`src/rtl/cdb_writeback_queue_if.sv`:
```
// CDB result lanes plus the single write-back port of the writeback queue.
// master = FU/consumer side, slave = cdb_writeback_queue.
interface cdb_writeback_queue_if #(
  parameter int unsigned NUM_FU = 4,
  parameter int unsigned PREG_W = 7,
  parameter int unsigned VAL_W  = 32,
  parameter int unsigned TAG_W  = 5,
  parameter int unsigned PC_W   = 32
);
  // CDB side: one lane per functional unit
  logic [NUM_FU-1:0]        cdb_valid;
  logic [NUM_FU*PREG_W-1:0] cdb_register_addr;
  logic [NUM_FU*VAL_W-1:0]  cdb_register_val;
  logic [NUM_FU*TAG_W-1:0]  cdb_inst_tag;
  logic [NUM_FU*PC_W-1:0]   cdb_pc_out;
  logic [NUM_FU-1:0]        cdb_branch_taken_out;
  logic                     cdb_ready;

  // Write-back side: head of the queue
  logic                     wb_valid;
  logic                     wb_ready;
  logic [PREG_W-1:0]        wb_register_addr;
  logic [VAL_W-1:0]         wb_register_val;
  logic [TAG_W-1:0]         wb_inst_tag;
  logic [PC_W-1:0]          wb_pc;
  logic                     wb_branch_taken;

  modport master (
    output cdb_valid, cdb_register_addr, cdb_register_val, cdb_inst_tag, cdb_pc_out,
           cdb_branch_taken_out, wb_ready,
    input  cdb_ready, wb_valid, wb_register_addr, wb_register_val, wb_inst_tag, wb_pc,
           wb_branch_taken
  );

  modport slave (
    input  cdb_valid, cdb_register_addr, cdb_register_val, cdb_inst_tag, cdb_pc_out,
           cdb_branch_taken_out, wb_ready,
    output cdb_ready, wb_valid, wb_register_addr, wb_register_val, wb_inst_tag, wb_pc,
           wb_branch_taken
  );
endinterface

```
`src/rtl/cdb_writeback_queue.sv`:
```
// CDB receive queue: compacts up to NUM_FU result lanes per cycle into a circular FIFO and
// drains one entry per cycle. Optional sticky drop checker under CDB_WBQ_DROP_CHK_EN.
module cdb_writeback_queue #(
  parameter int unsigned NUM_FU = 4,
  parameter int unsigned PREG_W = 7,
  parameter int unsigned VAL_W  = 32,
  parameter int unsigned TAG_W  = 5,
  parameter int unsigned PC_W   = 32,
  parameter int unsigned DEPTH  = 8
) (
  input  logic                     clk,
  input  logic                     reset,
  cdb_writeback_queue_if.slave     bus,
  output logic [$clog2(DEPTH):0]   occupancy,
  output logic                     err_drop
);

  localparam int unsigned PTR_W = $clog2(DEPTH);
  localparam int unsigned OCC_W = PTR_W + 1;

  // Storage is deliberately not reset; pointers/occupancy define validity.
  logic [PREG_W-1:0] mem_addr [DEPTH];
  logic [VAL_W-1:0]  mem_val  [DEPTH];
  logic [TAG_W-1:0]  mem_tag  [DEPTH];
  logic [PC_W-1:0]   mem_pc   [DEPTH];
  logic              mem_bt   [DEPTH];

  logic [PTR_W-1:0] head_q, head_d;
  logic [PTR_W-1:0] tail_q, tail_d;
  logic [OCC_W-1:0] occ_q, occ_d;
  logic [OCC_W-1:0] free_cnt;
  logic [OCC_W-1:0] n_push;
  logic [PTR_W-1:0] slot [NUM_FU];
  logic             push_en;
  logic             pop_en;

  // Ready looks only at registered occupancy so it never loops back through producers.
  always_comb begin
    free_cnt      = OCC_W'(DEPTH) - occ_q;
    bus.cdb_ready = (free_cnt >= OCC_W'(NUM_FU));
  end

  // Compaction: each valid lane lands at tail plus the number of valid lanes below it.
  always_comb begin
    n_push = '0;
    for (int i = 0; i < NUM_FU; i++) begin
      slot[i] = tail_q + n_push[PTR_W-1:0];
      n_push  = n_push + OCC_W'(bus.cdb_valid[i]);
    end
  end

  always_comb begin
    push_en = bus.cdb_ready;
    pop_en  = bus.wb_valid & bus.wb_ready;
    head_d  = head_q + PTR_W'(pop_en);
    tail_d  = tail_q;
    occ_d   = occ_q - OCC_W'(pop_en);
    if (push_en) begin
      tail_d = tail_q + n_push[PTR_W-1:0];
      occ_d  = occ_q + n_push - OCC_W'(pop_en);
    end
  end

  always_ff @(posedge clk or posedge reset) begin
    if (reset) begin
      head_q <= '0;
      tail_q <= '0;
      occ_q  <= '0;
    end else begin
      head_q <= head_d;
      tail_q <= tail_d;
      occ_q  <= occ_d;
    end
  end

  always_ff @(posedge clk) begin
    if (push_en) begin
      for (int i = 0; i < NUM_FU; i++) begin
        if (bus.cdb_valid[i]) begin
          mem_addr[slot[i]] <= bus.cdb_register_addr[i*PREG_W +: PREG_W];
          mem_val[slot[i]]  <= bus.cdb_register_val[i*VAL_W +: VAL_W];
          mem_tag[slot[i]]  <= bus.cdb_inst_tag[i*TAG_W +: TAG_W];
          mem_pc[slot[i]]   <= bus.cdb_pc_out[i*PC_W +: PC_W];
          mem_bt[slot[i]]   <= bus.cdb_branch_taken_out[i];
        end
      end
    end
  end

  // Head fields are forced to zero when empty so stale storage never shows after reset.
  always_comb begin
    bus.wb_valid         = (occ_q != '0);
    bus.wb_register_addr = '0;
    bus.wb_register_val  = '0;
    bus.wb_inst_tag      = '0;
    bus.wb_pc            = '0;
    bus.wb_branch_taken  = 1'b0;
    if (bus.wb_valid) begin
      bus.wb_register_addr = mem_addr[head_q];
      bus.wb_register_val  = mem_val[head_q];
      bus.wb_inst_tag      = mem_tag[head_q];
      bus.wb_pc            = mem_pc[head_q];
      bus.wb_branch_taken  = mem_bt[head_q];
    end
  end

  assign occupancy = occ_q;

`ifdef CDB_WBQ_DROP_CHK_EN
  localparam int unsigned LANES_W = NUM_FU * (PREG_W + VAL_W + TAG_W + PC_W + 2);

  logic [LANES_W-1:0] lanes_now, lanes_q;
  logic               stall_now, stall_q;
  logic               drop_event;
  logic               err_q;

  assign lanes_now = {bus.cdb_valid, bus.cdb_register_addr, bus.cdb_register_val,
                      bus.cdb_inst_tag, bus.cdb_pc_out, bus.cdb_branch_taken_out};

  // Only a stall following a stall is compared; the first refused cycle has no reference.
  always_comb begin
    stall_now  = !bus.cdb_ready && (|bus.cdb_valid);
    drop_event = stall_now && stall_q && (lanes_now != lanes_q);
  end

  always_ff @(posedge clk or posedge reset) begin
    if (reset) begin
      stall_q  <= 1'b0;
      lanes_q  <= '0;
      err_q    <= 1'b0;
    end else begin
      stall_q  <= stall_now;
      lanes_q  <= lanes_now;
      if (drop_event) begin
        err_q <= 1'b1;
      end
      assert (!drop_event);
    end
  end

  assign err_drop = err_q;
`else
  assign err_drop = 1'b0;
`endif

endmodule

```
`src/flat_wrapper.sv`:
```
// flat-port wrapper written by rule: the top's interface ports become plain ports
module cdb_writeback_queue_flat 
#(
  parameter int unsigned NUM_FU = 4,
  parameter int unsigned PREG_W = 7,
  parameter int unsigned VAL_W  = 32,
  parameter int unsigned TAG_W  = 5,
  parameter int unsigned PC_W   = 32,
  parameter int unsigned DEPTH  = 8
)
  (clk, reset, occupancy, err_drop, bus_cdb_valid, bus_cdb_register_addr, bus_cdb_register_val, bus_cdb_inst_tag, bus_cdb_pc_out, bus_cdb_branch_taken_out, bus_wb_ready, bus_cdb_ready, bus_wb_valid, bus_wb_register_addr, bus_wb_register_val, bus_wb_inst_tag, bus_wb_pc, bus_wb_branch_taken);
  cdb_writeback_queue_if #(.NUM_FU(NUM_FU), .PREG_W(PREG_W), .VAL_W(VAL_W), .TAG_W(TAG_W), .PC_W(PC_W)) bus_i ();
  input  logic clk;
  input  logic reset;
  output logic [$clog2(DEPTH):0] occupancy;
  output logic err_drop;
  input wire logic [$bits(bus_i.cdb_valid)-1:0] bus_cdb_valid;
  input wire logic [$bits(bus_i.cdb_register_addr)-1:0] bus_cdb_register_addr;
  input wire logic [$bits(bus_i.cdb_register_val)-1:0] bus_cdb_register_val;
  input wire logic [$bits(bus_i.cdb_inst_tag)-1:0] bus_cdb_inst_tag;
  input wire logic [$bits(bus_i.cdb_pc_out)-1:0] bus_cdb_pc_out;
  input wire logic [$bits(bus_i.cdb_branch_taken_out)-1:0] bus_cdb_branch_taken_out;
  input wire logic [$bits(bus_i.wb_ready)-1:0] bus_wb_ready;
  output wire logic [$bits(bus_i.cdb_ready)-1:0] bus_cdb_ready;
  output wire logic [$bits(bus_i.wb_valid)-1:0] bus_wb_valid;
  output wire logic [$bits(bus_i.wb_register_addr)-1:0] bus_wb_register_addr;
  output wire logic [$bits(bus_i.wb_register_val)-1:0] bus_wb_register_val;
  output wire logic [$bits(bus_i.wb_inst_tag)-1:0] bus_wb_inst_tag;
  output wire logic [$bits(bus_i.wb_pc)-1:0] bus_wb_pc;
  output wire logic [$bits(bus_i.wb_branch_taken)-1:0] bus_wb_branch_taken;
  assign bus_i.cdb_valid = bus_cdb_valid;
  assign bus_i.cdb_register_addr = bus_cdb_register_addr;
  assign bus_i.cdb_register_val = bus_cdb_register_val;
  assign bus_i.cdb_inst_tag = bus_cdb_inst_tag;
  assign bus_i.cdb_pc_out = bus_cdb_pc_out;
  assign bus_i.cdb_branch_taken_out = bus_cdb_branch_taken_out;
  assign bus_i.wb_ready = bus_wb_ready;
  assign bus_cdb_ready = bus_i.cdb_ready;
  assign bus_wb_valid = bus_i.wb_valid;
  assign bus_wb_register_addr = bus_i.wb_register_addr;
  assign bus_wb_register_val = bus_i.wb_register_val;
  assign bus_wb_inst_tag = bus_i.wb_inst_tag;
  assign bus_wb_pc = bus_i.wb_pc;
  assign bus_wb_branch_taken = bus_i.wb_branch_taken;
  cdb_writeback_queue #(.NUM_FU(NUM_FU), .PREG_W(PREG_W), .VAL_W(VAL_W), .TAG_W(TAG_W), .PC_W(PC_W), .DEPTH(DEPTH)) u_core (.clk(clk), .reset(reset), .bus(bus_i), .occupancy(occupancy), .err_drop(err_drop));
endmodule
```
`config.mk`:
```
export PLATFORM = sky130hd
export DESIGN_NAME = cdb_writeback_queue_flat
export DESIGN_NICKNAME = d
export VERILOG_FILES = /design/src/rtl/cdb_writeback_queue_if.sv /design/src/rtl/cdb_writeback_queue.sv /design/src/flat_wrapper.sv
export SDC_FILE = /design/constraint.sdc
export NUM_CORES = 2
export LEC_CHECK = 0
export CAP_MARGIN = 20
export CORE_AREA = 2 2 319 321
export CTS_BUF_LIST = sky130_fd_sc_hd__clkbuf_4 sky130_fd_sc_hd__clkbuf_8
export CTS_CLUSTER_DIAMETER = 120
export CTS_CLUSTER_SIZE = 28
export DETAILED_ROUTE_END_ITERATION = 16
export DIE_AREA = 0 0 321 323
export SLEW_MARGIN = 20
export SYNTH_ARGS = -nofsm -noshare
export SYNTH_HDL_FRONTEND = slang
export SYNTH_SLANG_ARGS = --single-unit
export TNS_END_PERCENT = 10
```
`constraint.sdc`:
```
create_clock -name clk -period 10.5 [get_ports clk]
set_input_delay 2.1 -clock clk [delete_from_list [all_inputs] [get_ports clk]]
set_output_delay 2.1 -clock clk [all_outputs]
set_load 0.03 [all_outputs]
```
=== Yosys cells after proc, flatten, opt, wreduce, memory -nomap -nowiden ===
Memory sizes are Yosys's and may differ from the RTL's.
Cells that the tools add are included.

* Output and inout bits: 84
* Bits in read-only memories: 0
* Memories: 5
* Bits in latches: 0
* Input port bits: 315
* Memory bits (writable): 616
* Word-level logic and storage cells: 41
* Flip-flop bits (word level): 10

{| class="wikitable"
|+ Memory list
! name !! depth !! bits a word !! read ports !! clocked after memory_dff !! write ports !! line !! RTL
|-
| u_core.mem_pc || 8 || 32 || 1 || 0 || 4 || cdb_writeback_queue.sv:25 || <nowiki>logic [PC_W-1:0] mem_pc [DEPTH];</nowiki>
|-
| u_core.mem_val || 8 || 32 || 1 || 0 || 4 || cdb_writeback_queue.sv:23 || <nowiki>logic [VAL_W-1:0] mem_val [DEPTH];</nowiki>
|-
| u_core.mem_addr || 8 || 7 || 1 || 0 || 4 || cdb_writeback_queue.sv:22 || <nowiki>logic [PREG_W-1:0] mem_addr [DEPTH];</nowiki>
|-
| u_core.mem_tag || 8 || 5 || 1 || 0 || 4 || cdb_writeback_queue.sv:24 || <nowiki>logic [TAG_W-1:0] mem_tag [DEPTH];</nowiki>
|-
| u_core.mem_bt || 8 || 1 || 1 || 0 || 4 || cdb_writeback_queue.sv:26 || <nowiki>logic mem_bt [DEPTH];</nowiki>
|}

* Bitwise gates (word level): 1
* Shifts and indexed selects: 0
* $mul: 0
* Equality and inequality tests: 0
* Muxes and demuxes: 18
* Add/sub/neg operators: 12
* Order comparisons: 1
* Reductions and logical operators: 1
* Divide/modulo/power cells: 0

{| class="wikitable"
|+ Operators with widths
! kind !! number
|-
| 2-to-1 mux 32 bit || 2
|-
| 2-to-1 mux 1 bit || 13
|-
| adder 3 bit || 3
|-
| adder 4 x 1 -> 4 bit || 2
|-
| subtractor 4 x 1 -> 4 bit || 2
|-
| 2-to-1 mux 7 bit || 1
|-
| adder 3 x 1 -> 3 bit || 2
|-
| 2-to-1 mux 5 bit || 1
|-
| adder 4 bit || 1
|-
| greater-or-equal comparator 4 x 3 -> 1 bit (second input constant) || 1
|-
| 2-to-1 mux 4 bit || 1
|-
| nonzero test 4 bit || 1
|-
| subtractor 4 bit (first input constant) || 1
|-
| adder 1 x 1 -> 2 bit || 1
|-
| bitwise AND 1 bit || 1
|}

=== Longest topological paths before layout ===
* Depth in word-level cells: 6
* Depth in mapped cells: 12
* Gate-level depth less buffers: 12

=== Worst setup path before layout ===
No wires, ideal clock.

* Path kind: input to register
* From: input bus_cdb_valid[0]
* To: memory u_core.mem_addr[7][0], enable pin
* Data arrival time: 6.457 ns
* Required time: 9.372 ns
* Cell stages on the path: 9
* Path slack: 2.915 ns
* Path buffers: 2
* Setup time: 1.128 ns
* Path through: fa_1 > ha_1 > fa_1 > xnor2_1 > xnor2_1 > nand3_1 > clkbuf_1 > clkbuf_1 > nand4_1

{| class="wikitable"
|+ RTL lines
! element !! line !! RTL
|-
| from (decl) || flat_wrapper.sv:17 || <nowiki>input wire logic [$bits(bus_i.cdb_valid)-1:0] bus_cdb_valid;</nowiki>
|-
| to (decl) || cdb_writeback_queue.sv:22 ||
|}

==> metrics.txt <==
# TYPE chip_impl_metric gauge
chip_impl_metric{name="hpwlAfterDp",unit="um"} 112300
chip_impl_metric{name="synth_sequential_area_ratio",unit=""} 0.4198
chip_impl_metric{name="layout_worst_path_cycle_share",unit=""} 0.6835
chip_impl_metric{name="worst_skew_pair.late_latency",unit="ns"} 0.78
chip_impl_info{name="gr-max-usage-layer",value="met2"} 1
chip_impl_info{name="crit-reg2reg-launch",value="u_core.occupancy[1]"} 1
chip_impl_info{name="hold-path-endpoint",value="u_core.occupancy[3]"} 1
chip_impl_metric{name="routed_wire_length_per_instance",unit="um"} 35.61
chip_impl_metric{name="grt_pass1_vias",unit=""} 42400
chip_impl_metric{name="io_buffer_count",unit=""} 397
chip_impl_metric{name="critPathBufInv",unit=""} 2
chip_impl_info{name="cp_cell_sequence",value="clkdlybuf4s50_1 > fa_1 > ha_1 > fa_1 > xnor2_1 > xnor2_1 > nand3_4 > nand3_1 > a21o_4 > buf_4"} 1
chip_impl_metric{name="post-route-drc-count",unit=""} 0
chip_impl_metric{name="period_minus_slack",unit="ns"} 7.177
chip_impl_metric{name="holdBufCountCts",unit=""} 0
chip_impl_info{name="critical_path.startpoint_type",value="primary input"} 1
chip_impl_metric{name="finish.net_count",unit=""} 4881
chip_impl_metric{name="clk_path_buf_depth",unit=""} 3
chip_impl_metric{name="powerDensity",unit="mW/mm2"} 375.9
chip_impl_metric{name="drt_pre_antenna_iters",unit=""} 6
chip_impl_info{name="path_delay_family",value="buffers and inverters"} 1
chip_impl_metric{name="antenna_violations_before_repair",unit=""} 10
chip_impl_metric{name="grt_usage",unit=""} 0.3904
chip_impl_info{name="holdCritStartpoint",value="u_core.occupancy[2]"} 1
chip_impl_metric{name="ff2ff_path_depth",unit=""} 9
chip_impl_metric{name="groute.layer.met2.usage",unit=""} 0.6060
chip_impl_metric{name="report.final.slew_viol_count",unit=""} 0
chip_impl_metric{name="synthDominantCellAreaShare",unit=""} 0.4142
chip_impl_info{name="clock-root-buffer",value="clkbuf_8"} 1
chip_impl_metric{name="totalWireLength",unit="um"} 208800
chip_impl_metric{name="worst_setup_slack_after_placement",unit="ns"} 2.645
chip_impl_metric{name="grt_max_degree",unit=""} 163
chip_impl_metric{name="synthToLayoutAreaGrowth",unit="%"} 9.677
chip_impl_metric{name="die_height",unit="um"} 323
chip_impl_metric{name="worst-r2r-setup-slack",unit="ns"} 5.09
chip_impl_info{name="status",value="finished, final reports clean"} 1
chip_impl_metric{name="worst_ep_arrival_time",unit="ns"} 7.60
chip_impl_metric{name="max_cap_violations",unit=""} 0
chip_impl_metric{name="min_delay_path_depth",unit=""} 1
chip_impl_metric{name="starting_density_of_the_core",unit=""} 0.4434
chip_impl_metric{name="cts_inserted_buffers",unit=""} 27
chip_impl_metric{name="viasPerCell",unit=""} 7.522
chip_impl_metric{name="floorplan.core_area",unit="mm2"} 0.1007
chip_impl_info{name="worst_path_max_delay_cell",value="a21o_4"} 1
chip_impl_metric{name="htreeDepth",unit=""} 1
chip_impl_metric{name="ys_seq_elements",unit=""} 626
chip_impl_metric{name="vias",unit=""} 44100
chip_impl_info{name="hold_path.class",value="reg2reg"} 1
chip_impl_metric{name="grt_pass1_wl",unit="um"} 300400
chip_impl_metric{name="groute.layer.met1.usage",unit=""} 0.5104
chip_impl_metric{name="numClockSinks",unit=""} 626
chip_impl_info{name="critical_path_class",value="in2reg"} 1
chip_impl_metric{name="drt_iter0_drc",unit=""} 7424
chip_impl_info{name="grt_setup_unrepaired",value="no"} 1
chip_impl_metric{name="synth_cell_type_count",unit=""} 48
chip_impl_metric{name="place.gp.congestion",unit=""} 0.8541
chip_impl_metric{name="layout-drive-gt1-share",unit=""} 0.07586
chip_impl_metric{name="crit_required",unit="ns"} 10.92
chip_impl_metric{name="maxClockFrequency",unit="MHz"} 139.3
chip_impl_metric{name="fin_setup_tns",unit="ns"} 0
chip_impl_metric{name="slowest_delay",unit="ns"} 0.85
chip_impl_metric{name="gr-usage-met3",unit=""} 0.09247
chip_impl_metric{name="worstMarginPinSlew",unit="ns"} 1.298
chip_impl_metric{name="cts.repair.resized",unit=""} 0
chip_impl_metric{name="ant_nets",unit=""} 0
chip_impl_metric{name="post_cts_setup_buffer_count",unit=""} 0
chip_impl_info{name="tritoncts",value="built"} 1
chip_impl_metric{name="worst_voltage_drop_across_the_vdd_grid",unit="mV"} 0.4219
chip_impl_info{name="synth_top_flop_cell",value="edfxtp_1"} 1
chip_impl_metric{name="top_level_i_o_count",unit=""} 399
chip_impl_metric{name="async_reset_ff_frac",unit=""} 0.01597
chip_impl_metric{name="clock-skew-final",unit="ns"} 0.02690
chip_impl_info{name="synth_top_cell_by_area",value="edfxtp_1"} 1
chip_impl_metric{name="synth_cells",unit=""} 4724
chip_impl_metric{name="setup_viol_count_final",unit=""} 0
chip_impl_metric{name="hold_viol_final",unit=""} 0
chip_impl_info{name="kind_of_end_point_of_the_critical_path",value="register"} 1
chip_impl_metric{name="final_critical_path_setup_slack",unit="ns"} 3.323
chip_impl_metric{name="fp.dieArea",unit="mm2"} 0.1037
chip_impl_metric{name="p_leak",unit="nW"} 14.28
chip_impl_metric{name="number_of_enable_type_register_cells_in_the_synthesized_netlist",unit=""} 616
chip_impl_metric{name="timing.critical_path.fanout_max",unit=""} 49
chip_impl_metric{name="relative_slew_slack",unit=""} 0.1349
chip_impl_metric{name="grt-ovfl-total",unit=""} 0
chip_impl_metric{name="synthesis.yosys.warnings",unit=""} 0
chip_impl_metric{name="worst_setup_hold_path_clk_slew",unit="ns"} 0.17
chip_impl_info{name="regToRegEndpoint",value="u_core.mem_addr[5][4]"} 1
chip_impl_metric{name="die_x",unit="um"} 321
chip_impl_info{name="ys_top_cells_by_area",value="edfxtp_1, a211oi_1, mux4_2, nor3_1, o2bb2ai_1"} 1
chip_impl_metric{name="std_cell_rows",unit=""} 117
chip_impl_metric{name="synth_nets",unit=""} 5063
chip_impl_metric{name="syn_area_per_cell",unit="um2"} 9.454
chip_impl_metric{name="netlist_area",unit="mm2"} 0.04466
## worst max path at each step
| stage | start | endpoint | slack (ns) | depth (start not counted) |
|---|---|---|---|---|
| 6_report | bus_cdb_valid[1] | u_core.mem_addr[5][4] | 3.32 | 10 |
| 5_1_grt | bus_cdb_valid[1] | u_core.mem_addr[5][4] | 3.19 | 10 |
| 4_1_cts | bus_cdb_valid[1] | u_core.mem_val[4][26] | 3.42 | 9 |
| 3_5_place_dp | bus_cdb_valid[1] | u_core.mem_val[4][25] | 2.65 | 9 |
| 3_3_place_gp | bus_cdb_valid[1] | u_core.mem_pc[5][1] | 2.69 | 10 |
| 2_1_floorplan | bus_cdb_valid[0] | u_core.mem_addr[7][0] | 2.91 | 9 |
## layer usage
| metal | wire length (um) | vias to the layer above |
|---|---|---|
| met5 | 73 | - |
| met4 | 12020 | 10 |
| met3 | 27900 | 813 |
| met2 | 93120 | 4033 |
| met1 | 75690 | 21310 |
| li1 | - | 17930 |
## kinds of logic after synthesis
kind of cell	after synthesis	synth area share
mux	233	0.09565
fa+ha+maj	24	0.007733
flops	626	0.4198
compound gates	1705	0.2616
other cells	1	0.00008397
xor+xnor	15	0.002942
buf+inv	717	0.06788
simple gates	1403	0.1443
## registers in the layout, indices dropped and copies added (netlist names)
name and count:
u_core.occupancy 4, u_core.mem_addr 56, u_core.head_q 3, u_core.tail_q 3
u_core.mem_tag 40, u_core.mem_bt 8, u_core.mem_pc 256, u_core.mem_val 256
## cells in the final DEF (no fill, tap or decap), drive strengths merged, types with 3 or more instances in the layout
| cell | count |
|---|---|
| o2bb2ai | 308 |
| clkdlybuf4s50 | 397 |
| nand2b | 79 |
| clkbuf | 28 |
| dfrtp | 10 |
| diode | 6 |
| xor2 | 5 |
| inv | 19 |
| or3 | 8 |
| mux2i | 79 |
| clkinv | 3 |
| nor2 | 242 |
| fa | 6 |
| nor3 | 627 |
| a21oi | 3 |
| nor4 | 4 |
| nand3 | 21 |
| a211oi | 616 |
| nand4 | 6 |
| edfxtp | 616 |
| buf | 92 |
| xnor2 | 10 |
| nand2 | 402 |
| mux4 | 154 |
| o31ai | 154 |
| o21ai | 618 |
| a21o | 4 |
| ha | 18 |
| nor2b | 4 |
| and3 | 3 |
## cells in the mapped netlist, drive strengths merged, types with 6 or more instances
master,number
inv,17
ha,18
o2bb2ai,308
nand3,21
o31ai,154
nor2,242
clkbuf,437
mux2i,79
nand4,6
nand2,402
nand2b,79
or3,8
mux4,154
fa,6
nor3,627
o21ai,618
xnor2,10
dfrtp,10
a211oi,616
edfxtp,616
buf,263
## area by class of cell
class	count	area, um2
Antenna cell	6	15.01
Clock buffer	28	379.1
Clock inverter	7	82.58
Fill cell	9275	51740
Inverter	17	63.81
Multi-Input combinational cell	3381	23250
Sequential cell	626	18760
Tap cell	1309	1638
Timing Repair Buffer	489	4795
## report_power, final
part           switching (W)  internal, W  leakage [nW]
Clock               0.000865     0.000273         0.236
Sequential          0.000505      0.00500          5.83
Combinational        0.00811      0.00366          8.21
## stage by stage
step | hold slack [ns] | total power [W] | cells | instance area (um2) | util
6_report | 0.6516 | 0.01841 | 5863 | 48980 | 0.4863
3_5_place_dp | 0.6057 | 0.01695 | 5819 | 48450 | 0.4810
3_3_place_gp | 0.6186 | 0.01679 | 5817 | 48410 | 0.4807
4_1_cts | 0.6424 | 0.01802 | 5854 | 48910 | 0.4856
5_1_grt | 0.6698 | 0.01897 | 5860 | 48970 | 0.4862
2_1_floorplan | 0.4732 | 0.01265 | 4724 | 44660 | -
## worst register-to-register path, cell delays in order (launching register included)
cell	delay, ns
dfrtp_1	0.49
or3b_1	0.46
mux2i_4	0.16
buf_4	0.48
buf_12	0.67
buf_4	0.81
or3_4	0.73
nand3_1	0.19
a21o_4	0.59
buf_4	0.52
(Power assumes the default switching activity.)
